--- src/rtl/dwt53_lift_line.sv ---
// dwt53_lift_line: streaming 1-D LeGall 5/3 lifting stage, one pixel in, one (L,H) pair per two pixels.
// Optional DWT53_CLAMP_EN saturates out_l to [0,2^DW-1] and out_h to [-2^(DW-1),2^(DW-1)-1].
module dwt53_lift_line #(
  parameter int DW       = 8,
  parameter int LINE_LEN = 64,
  parameter int OW       = DW + 2
) (
  input  logic                 clk,
  input  logic                 rst,
  input  logic [DW-1:0]        in_data,
  input  logic                 in_valid,
  output logic                 in_ready,
  output logic signed [OW-1:0] out_l,
  output logic signed [OW-1:0] out_h,
  output logic                 out_valid,
  input  logic                 out_ready,
  output logic                 out_last
);

  localparam int PW = $clog2(LINE_LEN);
  localparam int W  = DW + 3;

`ifdef DWT53_CLAMP_EN
  localparam logic signed [W-1:0] LMAX = W'((2 ** DW) - 1);
  localparam logic signed [W-1:0] HMAX = W'((2 ** (DW - 1)) - 1);
  localparam logic signed [W-1:0] HMIN = -W'(2 ** (DW - 1));
`endif

  logic [PW-1:0]        pos_q, pos_d;
  logic [DW-1:0]        e_prev_q, e_prev_d;
  logic [DW-1:0]        o_prev_q, o_prev_d;
  logic signed [DW:0]   d_prev_q, d_prev_d;
  logic signed [OW-1:0] l_q, l_d;
  logic signed [OW-1:0] h_q, h_d;
  logic                 last_q, last_d;
  logic                 valid_q, valid_d;

  logic                acc;
  logic                at_last;
  logic                at_even;
  logic                emit;
  logic signed [W-1:0] x0s, x1s, x2s;
  logic signed [W-1:0] sum02, dw, dpw, tw, sw;
  logic signed [W-1:0] lc, hc;
  logic                unused_msb;

  // Downstream slot frees up either when empty or when being drained now.
  assign in_ready = !valid_q || out_ready;

  // Lifting datapath: pick the three samples, predict d, update s.
  always_comb begin
    acc     = in_valid && in_ready;
    at_last = (pos_q == PW'(LINE_LEN - 1));
    at_even = !pos_q[0] && (pos_q != '0);
    emit    = acc && (at_last || at_even);
    x0s     = {3'b000, e_prev_q};
    x1s     = at_last ? {3'b000, in_data} : {3'b000, o_prev_q};
    x2s     = at_last ? {3'b000, e_prev_q} : {3'b000, in_data};
    sum02   = x0s + x2s;
    dw      = x1s - (sum02 >>> 1);
    // First pair of a line mirrors d[0] into d[-1].
    dpw     = (pos_q == PW'(2)) ? dw : {{2{d_prev_q[DW]}}, d_prev_q};
    tw      = dpw + dw + W'(2);
    sw      = x0s + (tw >>> 2);
`ifdef DWT53_CLAMP_EN
    if (sw < 0)         lc = '0;
    else if (sw > LMAX) lc = LMAX;
    else                lc = sw;
    if (dw < HMIN)      hc = HMIN;
    else if (dw > HMAX) hc = HMAX;
    else                hc = dw;
`else
    lc = sw;
    hc = dw;
`endif
  end

  assign unused_msb = lc[W-1] ^ hc[W-1];

  // Next-state for position, sample history and the output slot.
  always_comb begin
    pos_d    = pos_q;
    e_prev_d = e_prev_q;
    o_prev_d = o_prev_q;
    d_prev_d = d_prev_q;
    l_d      = l_q;
    h_d      = h_q;
    last_d   = last_q;
    valid_d  = valid_q && !out_ready;
    if (acc) begin
      pos_d = at_last ? '0 : pos_q + PW'(1);
      if (!pos_q[0]) e_prev_d = in_data;
      if (pos_q[0] && !at_last) o_prev_d = in_data;
    end
    if (emit) begin
      d_prev_d = dw[DW:0];
      l_d      = lc[OW-1:0];
      h_d      = hc[OW-1:0];
      last_d   = at_last;
      valid_d  = 1'b1;
    end
  end

  // State registers; reset drops any partial line.
  always_ff @(posedge clk or posedge rst) begin
    if (rst) begin
      pos_q    <= '0;
      e_prev_q <= '0;
      o_prev_q <= '0;
      d_prev_q <= '0;
      l_q      <= '0;
      h_q      <= '0;
      last_q   <= 1'b0;
      valid_q  <= 1'b0;
    end else begin
      pos_q    <= pos_d;
      e_prev_q <= e_prev_d;
      o_prev_q <= o_prev_d;
      d_prev_q <= d_prev_d;
      l_q      <= l_d;
      h_q      <= h_d;
      last_q   <= last_d;
      valid_q  <= valid_d;
    end
  end

  assign out_l     = l_q;
  assign out_h     = h_q;
  assign out_last  = last_q;
  assign out_valid = valid_q;

endmodule

--- config.mk ---
export PLATFORM = sky130hd
export DESIGN_NAME = dwt53_lift_line
export DESIGN_NICKNAME = d
export VERILOG_FILES = /design/src/rtl/dwt53_lift_line.sv
export SDC_FILE = /design/constraint.sdc
export NUM_CORES = 1
export LEC_CHECK = 0
export BUFFER_PORTS_ARGS = -buffer_cell sky130_fd_sc_hd__buf_2
export CORE_MARGIN = 10
export CORE_UTILIZATION = 25
export CTS_BUF_LIST = sky130_fd_sc_hd__clkbuf_8
export CTS_CLUSTER_DIAMETER = 100
export DETAILED_ROUTE_END_ITERATION = 6
export GPL_TIMING_DRIVEN = 0
export SLEW_MARGIN = 40
export SYNTH_ARGS = -nofsm -noshare
export SYNTH_HDL_FRONTEND = slang
export SYNTH_SLANG_ARGS = --single-unit
--- constraint.sdc ---
create_clock -name clk -period 8.9 [get_ports clk]
set_input_delay 2.67 -clock clk [delete_from_list [all_inputs] [get_ports clk]]
set_output_delay 2.67 -clock clk [all_outputs]
set_load 0.005 [all_outputs]
==> key figures, run 1 <==
Outcome
  – Status: completed

Timing
  – Setup TNS: 0 ps
  – Fmax: approximately 130 MHz
  – Final Hold Viols: 0
  – Clock period minus worst slack: 7980 ps
  – Max Slew Vio Count: 0
  – Endpoints failing setup: 0
  – Period utilization: 0.897
  – Worst Skew: 5.35 ps
  – RSZ-0062 raised after global routing: false
  – Worst slew margin: 0.465
  – Worst Max-Slew Pin Slew: roughly 800 ps

Setup path
  – Worst path max stage delay: 370 ps
  – Critical path endpoint category: flop
  – Count of buffer and inverter cells on the critical path: 1
  – Critical-path maximum fanout: 5
  – Critical Path RT: 9070 ps
  – Cell family with most CP delay: compound AO/OA/AOI/OAI gates
  – Startpoint types: primary input
  – Most frequent cell on the critical path: ha_1
  – Worst Setup Path Type: in2reg
  – Crit-path slowest cell: ha_1
  – Worst Path Arrival: 8150 ps

Clocking
  – CTS buffer count: 5
  – Longest Clk Path Bufs: 2
  – Clock transition at path regs: 90 ps
  – Hold buffer count at cts: 0
  – H-tree levels: 2
  – TritonCTS clock tree: built
  – Postcts setup bufs: 0
  – Skew-Pair Late Insertion Delay: 300 ps
  – Clk sinks: 43
  – Root buf cell: clkbuf_8
  – Post-CTS sizing: 0

Synthesis
  – Avg Cell Area, Syn: 9.88 um2
  – Number of flops mapped to enable cells by yosys: 0
  – Flops & latches, synth: 43
  – Post-synth cell types: 47
  – Mapped Area: 3410 um2
  – Main synth FF type: dfrtp_1
  – Seq/Total Area, Yosys: 0.316
  – Fraction of registers with async set/reset: 1.00
  – Yosys Warn Count: 0
  – Mapped Cells: between 300 and 400
  – Syn Nets: 404

Die
  – Die Wd: 137 um
  – Rows: 42
  – Die area: between 15000 and 20000 um2
  – Core area: 13300 um2
  – Die Y: 137 um
  – Top-Level Pins: 35
  – Initial Util: 0.256

Detailed routing
  – ANT nets after route: 0
  – Vias per cell: 4.67
  – Remaining DRCs: 0
  – Top Layer Used: met4
  – Drt pass-1 iters: 4
  – DR WL/cell: 14.1 um
  – Drt total wl: a little under 8000 um
  – Vias: approximately 2600
  – M1 WL: around 3800 um
  – 1st-iter DRT viols: 144
  – Met3 Routed Length: 342 um
  – Met2 routed WL: 3680 um

Placement
  – GPL Wtd Cong: 0.819
  – IO buf count: 34
  – HPWL Detailed: 6380 um

Job
  – Number of max-cap violations: 0

Finish
  – Nets: 446
  – Area Overhead vs Synth: 14.6%
  – Layout fillers: about 1400
  – Layout cells sized above 1: 0.247
  – Storage cell area: 1080 um2
  – # diodes: 0
  – Most frequent cells in the layout: 43 x ha_1, 43 x dfrtp_1, 41 x mux2_2
  – Area of the multi-input gates: about 2200 um2

GRT
  – Congestion Overflow GR: 0
  – First-pass GRT wire length: 13300 um
  – Total GRT Usage: 0.0869
  – Largest net degree at the start of global routing: 31
  – Initial antenna violation count: 0
  – Vias in the first global route: 2732

Worst hold path
  – Hold crit path type: reg2reg
-- tightest hold or removal path, cell delays in order, from the launching register on --
cell and delay (ps):
dfrtp_1 340, nand2_1 50, o31ai_1 50
-- path summary, 6_finish.rpt --
path / start / end / slack (ps) / cells past startpoint
worst max register to register: pos_q[0] / out_l[8] / 1910 / 33
worst min register to register: out_l[3] / out_l[3] / 470 / 2
max in group asynchronous: rst / out_h[3] / 6210 / 3
min in group asynchronous: rst / out_h[1] / 2280 / 2
worst min-delay path: out_l[3] / out_l[3] / 470 / 2
worst max-delay path: in_data[1] / out_l[8] / 920 / 27
-- cell type report --
type,instances,share of cell area
clock buffers,5,0.0176
flip-flops and latches,43,0.275
clock inverters,3,0.00416
plain buffers,9,0.0112
repair buffers,35,0.0487
multi-input cells,280,0.573
inverters,13,0.0131
well taps,176,0.0564
-- synth_stat cells (7+ instances only) --
library cell | count | share of area
mux2_2 | 41 | 0.14
nor3_1 | 7 | 0.010
nand2_1 | 35 | 0.039
a21oi_1 | 14 | 0.021
nor2_1 | 24 | 0.026
xor2_1 | 9 | 0.023
xnor2_1 | 16 | 0.041
a21o_1 | 9 | 0.020
inv_1 | 13 | 0.014
ha_1 | 43 | 0.16
o21ai_0 | 17 | 0.025
dfrtp_1 | 43 | 0.32
-- logic make-up (layout without fill, tap and decap cells) --
| logic type | after synthesis | after routing | synth area share |
|---|---|---|---|
| flip-flops | 43 | 43 | 0.316 |
| AO/OA/AOI/OAI | 73 | 73 | 0.145 |
| XOR/XNOR | 25 | 25 | 0.0642 |
| multiplexers | 44 | 44 | 0.144 |
| adder cells (fa/ha/maj) | 47 | 47 | 0.181 |
| buffers and inverters | 22 | 65 | 0.0272 |
| AND/OR/NAND/NOR | 91 | 91 | 0.122 |
-- metal layers --
| metal | track usage | vias to the layer above |
|---|---|---|
| met5 | 0 | - |
| met4 | 0.0172 | 0 |
| met3 | 0.0213 | 8 |
| met2 | 0.149 | 43 |
| met1 | 0.108 | 1255 |
| li1 | - | 1330 |
-- sequential cells by signal, indices dropped and copies added (netlist names) --
name       flops
out_valid      1
out_h          9
out_l         10
pos_q          6
e_prev_q       8
out_last       1
o_prev_q       8
-- through the flow --
| stage | cells | hold slack [ps] | instance area (um2) | worst slack (ps) | util |
|---|---|---|---|---|---|
| after floorplan | 345 | 470 | 3410 | 1260 | - |
| after global placement | 555 | 458 | 3800 | 695 | 0.286 |
| after detailed placement | 556 | 461 | 3820 | 663 | 0.287 |
| after CTS | 564 | 481 | 3910 | 941 | 0.294 |
| after global routing | 564 | 501 | 3910 | 545 | 0.294 |
| final | 564 | 474 | 3910 | 919 | 0.294 |
Power of run 1 is left out: the tool's default activity adds up to more than one toggle a clock period on the data nets, which glitch-free logic cannot reach.
==> inputs of run 2 (changes only) <==
clock period = 7.05 ns   (was 8.9 ns; I/O delays follow)
==> run 2 against run 1 <==
Critical path depth unchanged. Global-route usage up 0.46 points. Via count up 3.0%. Routed wire length up 5.6%. Sequential share of layout area down 2.5 points. Register-to-register slack worse by 1400 ps. Sequential cell count unchanged. Cell count up 2.0%. Worst setup slack worse by 770 ps. Clock skew up 6.4 ps. Largest cell class unchanged.
==> key figures, run 2 (synthesis results as in run 1) <==
Clocking
  – Clk sinks: 43 (unchanged)
  – Skew-Pair Late Insertion Delay: 300 ps (about the same)
  – Longest Clk Path Bufs: 2 (unchanged)
  – H-tree levels: 2 (unchanged)
  – Clock transition at path regs: 90 ps (about the same)
  – CTS buffer count: 5 (unchanged)
  – TritonCTS clock tree: built
  – Root buf cell: clkbuf_8

Timing
  – Worst Skew: 11.7 ps (+6.38 ps)
  – Final Hold Viols: 0 (unchanged)
  – Clock period minus worst slack: 6900 ps
  – Max Slew Vio Count: 0 (unchanged)
  – Worst slew margin: 0.477 (+0.0116)
  – Worst Max-Slew Pin Slew: 782 ps (-17.3 ps)
  – Endpoints failing setup: 0 (unchanged)
  – Setup slack after layout: 148 ps (-771 ps)
  – Period utilization: 0.979
  – Fmax: 145 MHz
  – RSZ-0062 raised after global routing: true

Die
  – Initial Util: 0.256 (unchanged)
  – Die Wd: 137 um (unchanged)
  – Die Y: 137 um (unchanged)
  – Rows: 42 (unchanged)
  – Die area: 18700 um2 (unchanged)
  – Top-Level Pins: 35 (unchanged)
  – Core area: 13300 um2 (unchanged)

GRT
  – Congestion Overflow GR: 0 (unchanged)
  – Initial antenna violation count: 0 (unchanged)
  – GR peak layer: met2
  – Met1 Use GR: 0.114 (+0.00655)
  – First-pass GRT wire length: 13900 um (+4.2%)
  – Global Route met2 Usage: 0.156 (+0.00725)
  – Total GRT Usage: 0.0914 (+0.00457)
  – Largest net degree at the start of global routing: 27 (-13%)
  – Vias in the first global route: 2808 (+2.8%)
  – GR Util met3: 0.0246 (+0.00330)

Finish
  – Cell area after layout: 4300 um2 (+10%)
  – Layout cells sized above 1: 0.363 (+0.116)
  – # diodes: 0 (unchanged)
  – Nets: 457 (+2.5%)
  – Area Overhead vs Synth: 26.1%
  – Most frequent cells in the layout: 43 x dfrtp_1, 39 x mux2_2, 38 x buf_2
  – Final core occ: 0.323 (+0.0294)
  – Max FFs per register: 10 (unchanged)
  – Most common cell after layout, fill and taps aside: dfrtp_1

Detailed routing
  – Drt total wl: 8370 um (+5.6%)
  – 1st-iter DRT viols: 199 (+38%)
  – Drt pass-1 iters: 4 (unchanged)
  – DR WL/cell: 14.6 um (+3.5%)
  – Vias: 2715 (+3.0%)
  – Remaining DRCs: 0 (unchanged)
  – ANT nets after route: 0 (unchanged)
  – Vias per cell: 4.72 (+1.0%)

Placement
  – IO buf count: 34 (unchanged)
  – GPL Wtd Cong: 0.850 (+3.7%)
  – Area after DPL: 3820 um2 (unchanged)
  – Worst slack, placed: -569 ps (-1230 ps)
  – HPWL Detailed: 6410 um (+0.47%)

Outcome
  – Status: completed

Setup path
  – Count of buffer and inverter cells on the critical path: 1 (unchanged)
  – Critical Path RT: 7210 ps (-1860 ps)
  – Reg2Reg Launch Point: pos_q[0]
  – Startpoint types: primary input
  – Crit-path slowest cell: a221o_1
  – Worst Setup Path Type: in2reg
  – Critical path endpoint category: flop
  – Worst setup startpoint: in_data[1]
  – Worst Path Arrival: 7060 ps (-1090 ps)
  – Critical-path maximum fanout: 4 (-1)
  – Most frequent cell on the critical path: ha_4
  – Worst path max stage delay: 360 ps (about the same)
  – Cell family with most CP delay: compound AO/OA/AOI/OAI gates

Worst hold path
  – Hold crit path type: reg2reg
  – Hold Path Origin: out_l[0]

Job
  – Number of max-cap violations: 0 (unchanged)
==> run 2: worst min-delay path, delay by kind of cell, from the launching register on <==
kind          cells  cell delay (ps)
simple gates      2              100
flops             1              350
==> run 2: area by class of cell <==
class / count / area, um2
fillers: 1332 / 9000
multi-input cells: 280 / 2510
flip-flops and latches: 43 / 1080
repair buffers: 47 / 290
well taps: 176 / 220
clock buffers: 7 / 96.3
inverters: 13 / 51.3
plain buffers: 8 / 40.0
clock inverters: 1 / 7.51
==> run 2: path summary, 6_finish.rpt <==
check                              end  slack (ps)  cells past startpoint
setup / recovery              out_l[8]         150                     27
hold / removal                out_l[0]         480                      2
setup reg to reg              out_l[8]         490                     33
min in group asynchronous     out_h[1]        1740                      2
hold reg to reg               out_l[0]         480                      2
max in group asynchronous  e_prev_q[5]        4870                      3
==> run 2: per-stage QoR <==
stage	TNS [ps]	std cells	hold WS [ps]
after floorplan	0	345	470
after global placement	-1550	555	458
after detailed placement	-1780	556	462
after CTS	0	569	485
after global routing	-135	575	501
final	0	575	477
==> run 2: metal layers <==
| layer | share of wire | vias to the layer above |
|---|---|---|
| li1 | - | 1352 |
| met1 | 0.46 | 1320 |
| met2 | 0.48 | 39 |
| met3 | 0.052 | 4 |
| met4 | 0.0074 | 0 |
| met5 | 0 | - |
==> run 2: what timing repair did <==
action                                  in CTS  in global routing
pin swaps                                   11                 17
hold buffers                                 0                  0
endpoints found under the setup margin       4                  5
buffers inserted                             6                  6
gates resized for setup                     23                 26
Power of run 2 is left out for the same reason.
==> inputs of run 3 (changes only) <==
REMOVE_ABC_BUFFERS = 1   (was not set)
==> run 3 against run 2 <==
Routed wire length shrank 1.5%. Critical path depth shrank 2. Via count shrank 1.9%. Sequential cell count is the same. Non-clock buffer count shrank 4. Count of clock-buffer cells in the layout shrank 2. Die area is the same. Register-to-register slack gained 220 ps.
==> key figures, run 3 (synthesis results as in run 1) <==
Outcome
  – Status: completed

Worst hold path
  – Hold crit path type: reg2reg

Detailed routing
  – Drt pass-1 iters: 4 (unchanged)
  – Drt total wl: 8240 um (-1.5%)
  – 1st-iter DRT viols: 108 (-46%)
  – Remaining DRCs: 0 (unchanged)
  – Vias: 2663 (-1.9%)
  – Vias per cell: 4.66 (-1.2%)
  – ANT nets after route: 0 (unchanged)
  – DR WL/cell: 14.4 um (-0.84%)

Setup path
  – Crit-path slowest cell: ha_2
  – Critical path endpoint category: flop
  – Worst Setup Path Type: in2reg
  – Worst path max stage delay: 390 ps (+30 ps)
  – Startpoint types: primary input
  – Critical Path RT: 7220 ps (about the same)
  – Worst Path Arrival: 7020 ps (-40 ps)
  – Critical-path maximum fanout: 6 (+2)

GRT
  – Initial antenna violation count: 0 (unchanged)
  – Congestion Overflow GR: 0 (unchanged)
  – Vias in the first global route: 2667 (-5.0%)
  – GR Util met3: 0.0282 (+0.00367)
  – GR peak layer: met2
  – Global Route met2 Usage: 0.142 (-0.0142)
  – Total GRT Usage: 0.0873 (-0.00411)
  – Met1 Use GR: 0.109 (-0.00566)
  – First-pass GRT wire length: 13300 um (-4.5%)
  – Largest net degree at the start of global routing: 30 (+11%)

Timing
  – Max Slew Vio Count: 0 (unchanged)
  – Worst slew margin: 0.636 (+0.159)
  – Clock period minus worst slack: 6850 ps (-48.7 ps)
  – RSZ-0062 raised after global routing: true
  – Worst Max-Slew Pin Slew: 544 ps (-238 ps)
  – Fmax: 146 MHz (+0.71%)
  – Final Hold Viols: 0 (unchanged)
  – Setup TNS: 0 ps (unchanged)
  – Worst Skew: 11.7 ps (-0.0130 ps)
  – Endpoints failing setup: 0 (unchanged)
  – Period utilization: 0.972 (-0.00691)
  – Setup slack after layout: 197 ps (+48.7 ps)

Placement
  – Worst slack, placed: -657 ps (-88.7 ps)
  – GPL Wtd Cong: 0.786 (-7.5%)
  – HPWL Detailed: 6210 um (-3.2%)
  – IO buf count: 34 (unchanged)

Clocking
  – Root buf cell: clkbuf_8
  – Clock transition at path regs: 80 ps (about the same)
  – CTS buffer count: 5 (unchanged)
  – Clk sinks: 43 (unchanged)
  – TritonCTS clock tree: built
  – Skew-Pair Late Insertion Delay: 310 ps (about the same)
  – Longest Clk Path Bufs: 2 (unchanged)
  – H-tree levels: 2 (unchanged)

Job
  – Number of max-cap violations: 0 (unchanged)

Die
  – Rows: 42 (unchanged)
  – Die area: 18700 um2 (unchanged)
  – Top-Level Pins: 35 (unchanged)
  – Initial Util: 0.256 (unchanged)
  – Die Wd: 137 um (unchanged)
  – Core area: 13300 um2 (unchanged)
  – Die Y: 137 um (unchanged)

Finish
  – Max FFs per register: 10 (unchanged)
  – Layout fillers: 1364 (+2.4%)
  – Area Overhead vs Synth: 27.7%
  – Nets: 453 (-0.88%)
  – Most frequent cells in the layout: 43 x dfrtp_1, 39 x mux2_2, 35 x nand2_1
  – Layout cells sized above 1: 0.387 (+0.0239)
  – # diodes: 0 (unchanged)
  – Most common cell after layout, fill and taps aside: dfrtp_1
-- run 3: layer usage --
| metal | share of wire | vias up |
|---|---|---|
| met5 | 0 | - |
| met4 | 0.016 | 0 |
| met3 | 0.061 | 11 |
| met2 | 0.47 | 43 |
| met1 | 0.45 | 1266 |
| li1 | - | 1343 |
-- run 3: critical path, delay by kind of cell --
kind / cells / cell delay [ps]
AOI/OAI and AO/OA: 9 / 1510
xor gates and xnor gates: 4 / 570
adders and majority gates: 5 / 1630
buffers and inverters: 1 / 110
muxes: 2 / 580
and+or+nand+nor: 4 / 510
-- run 3: stage by stage --
stage | hold slack [ps] | std cells | util | area [um2]
final | 485 | 571 | 0.327 | 4350
after global routing | 520 | 571 | 0.327 | 4350
after CTS | 489 | 565 | 0.310 | 4130
after detailed placement | 469 | 548 | 0.287 | 3810
after global placement | 463 | 546 | 0.282 | 3750
after floorplan | 470 | 336 | - | 3360
-- run 3: path summary, 6_finish.rpt --
path,from,endpoint,slack (ps),cells after the start
setup reg to reg,pos_q[0],out_l[8],710,28
hold / removal,out_l[1],out_l[1],490,2
max in group asynchronous,rst,out_h[4],4900,3
setup / recovery,in_data[3],out_l[8],200,25
min in group asynchronous,rst,out_l[5],1730,2
hold reg to reg,out_l[1],out_l[1],490,2
-- run 3: final cells by class --
type	count	area (um2)	area share
Tap cell	176	220	0.0506
Clock inverter	3	20.0	0.00460
Clock buffer	5	68.8	0.0158
Timing Repair Buffer	51	328	0.0753
Multi-Input combinational cell	280	2590	0.595
Inverter	13	51.3	0.0118
Sequential cell	43	1080	0.247
-- run 3: timing repair --
| item | 4_1_cts | 5_1_grt |
|---|---|---|
| buffers inserted | 9 | 6 |
| resized for setup | 23 | 34 |
| pin swaps | 22 | 30 |
| hold buffers | 0 | 0 |
| endpoints found under the setup margin | 4 | 5 |
Power of run 3 is left out for the same reason.
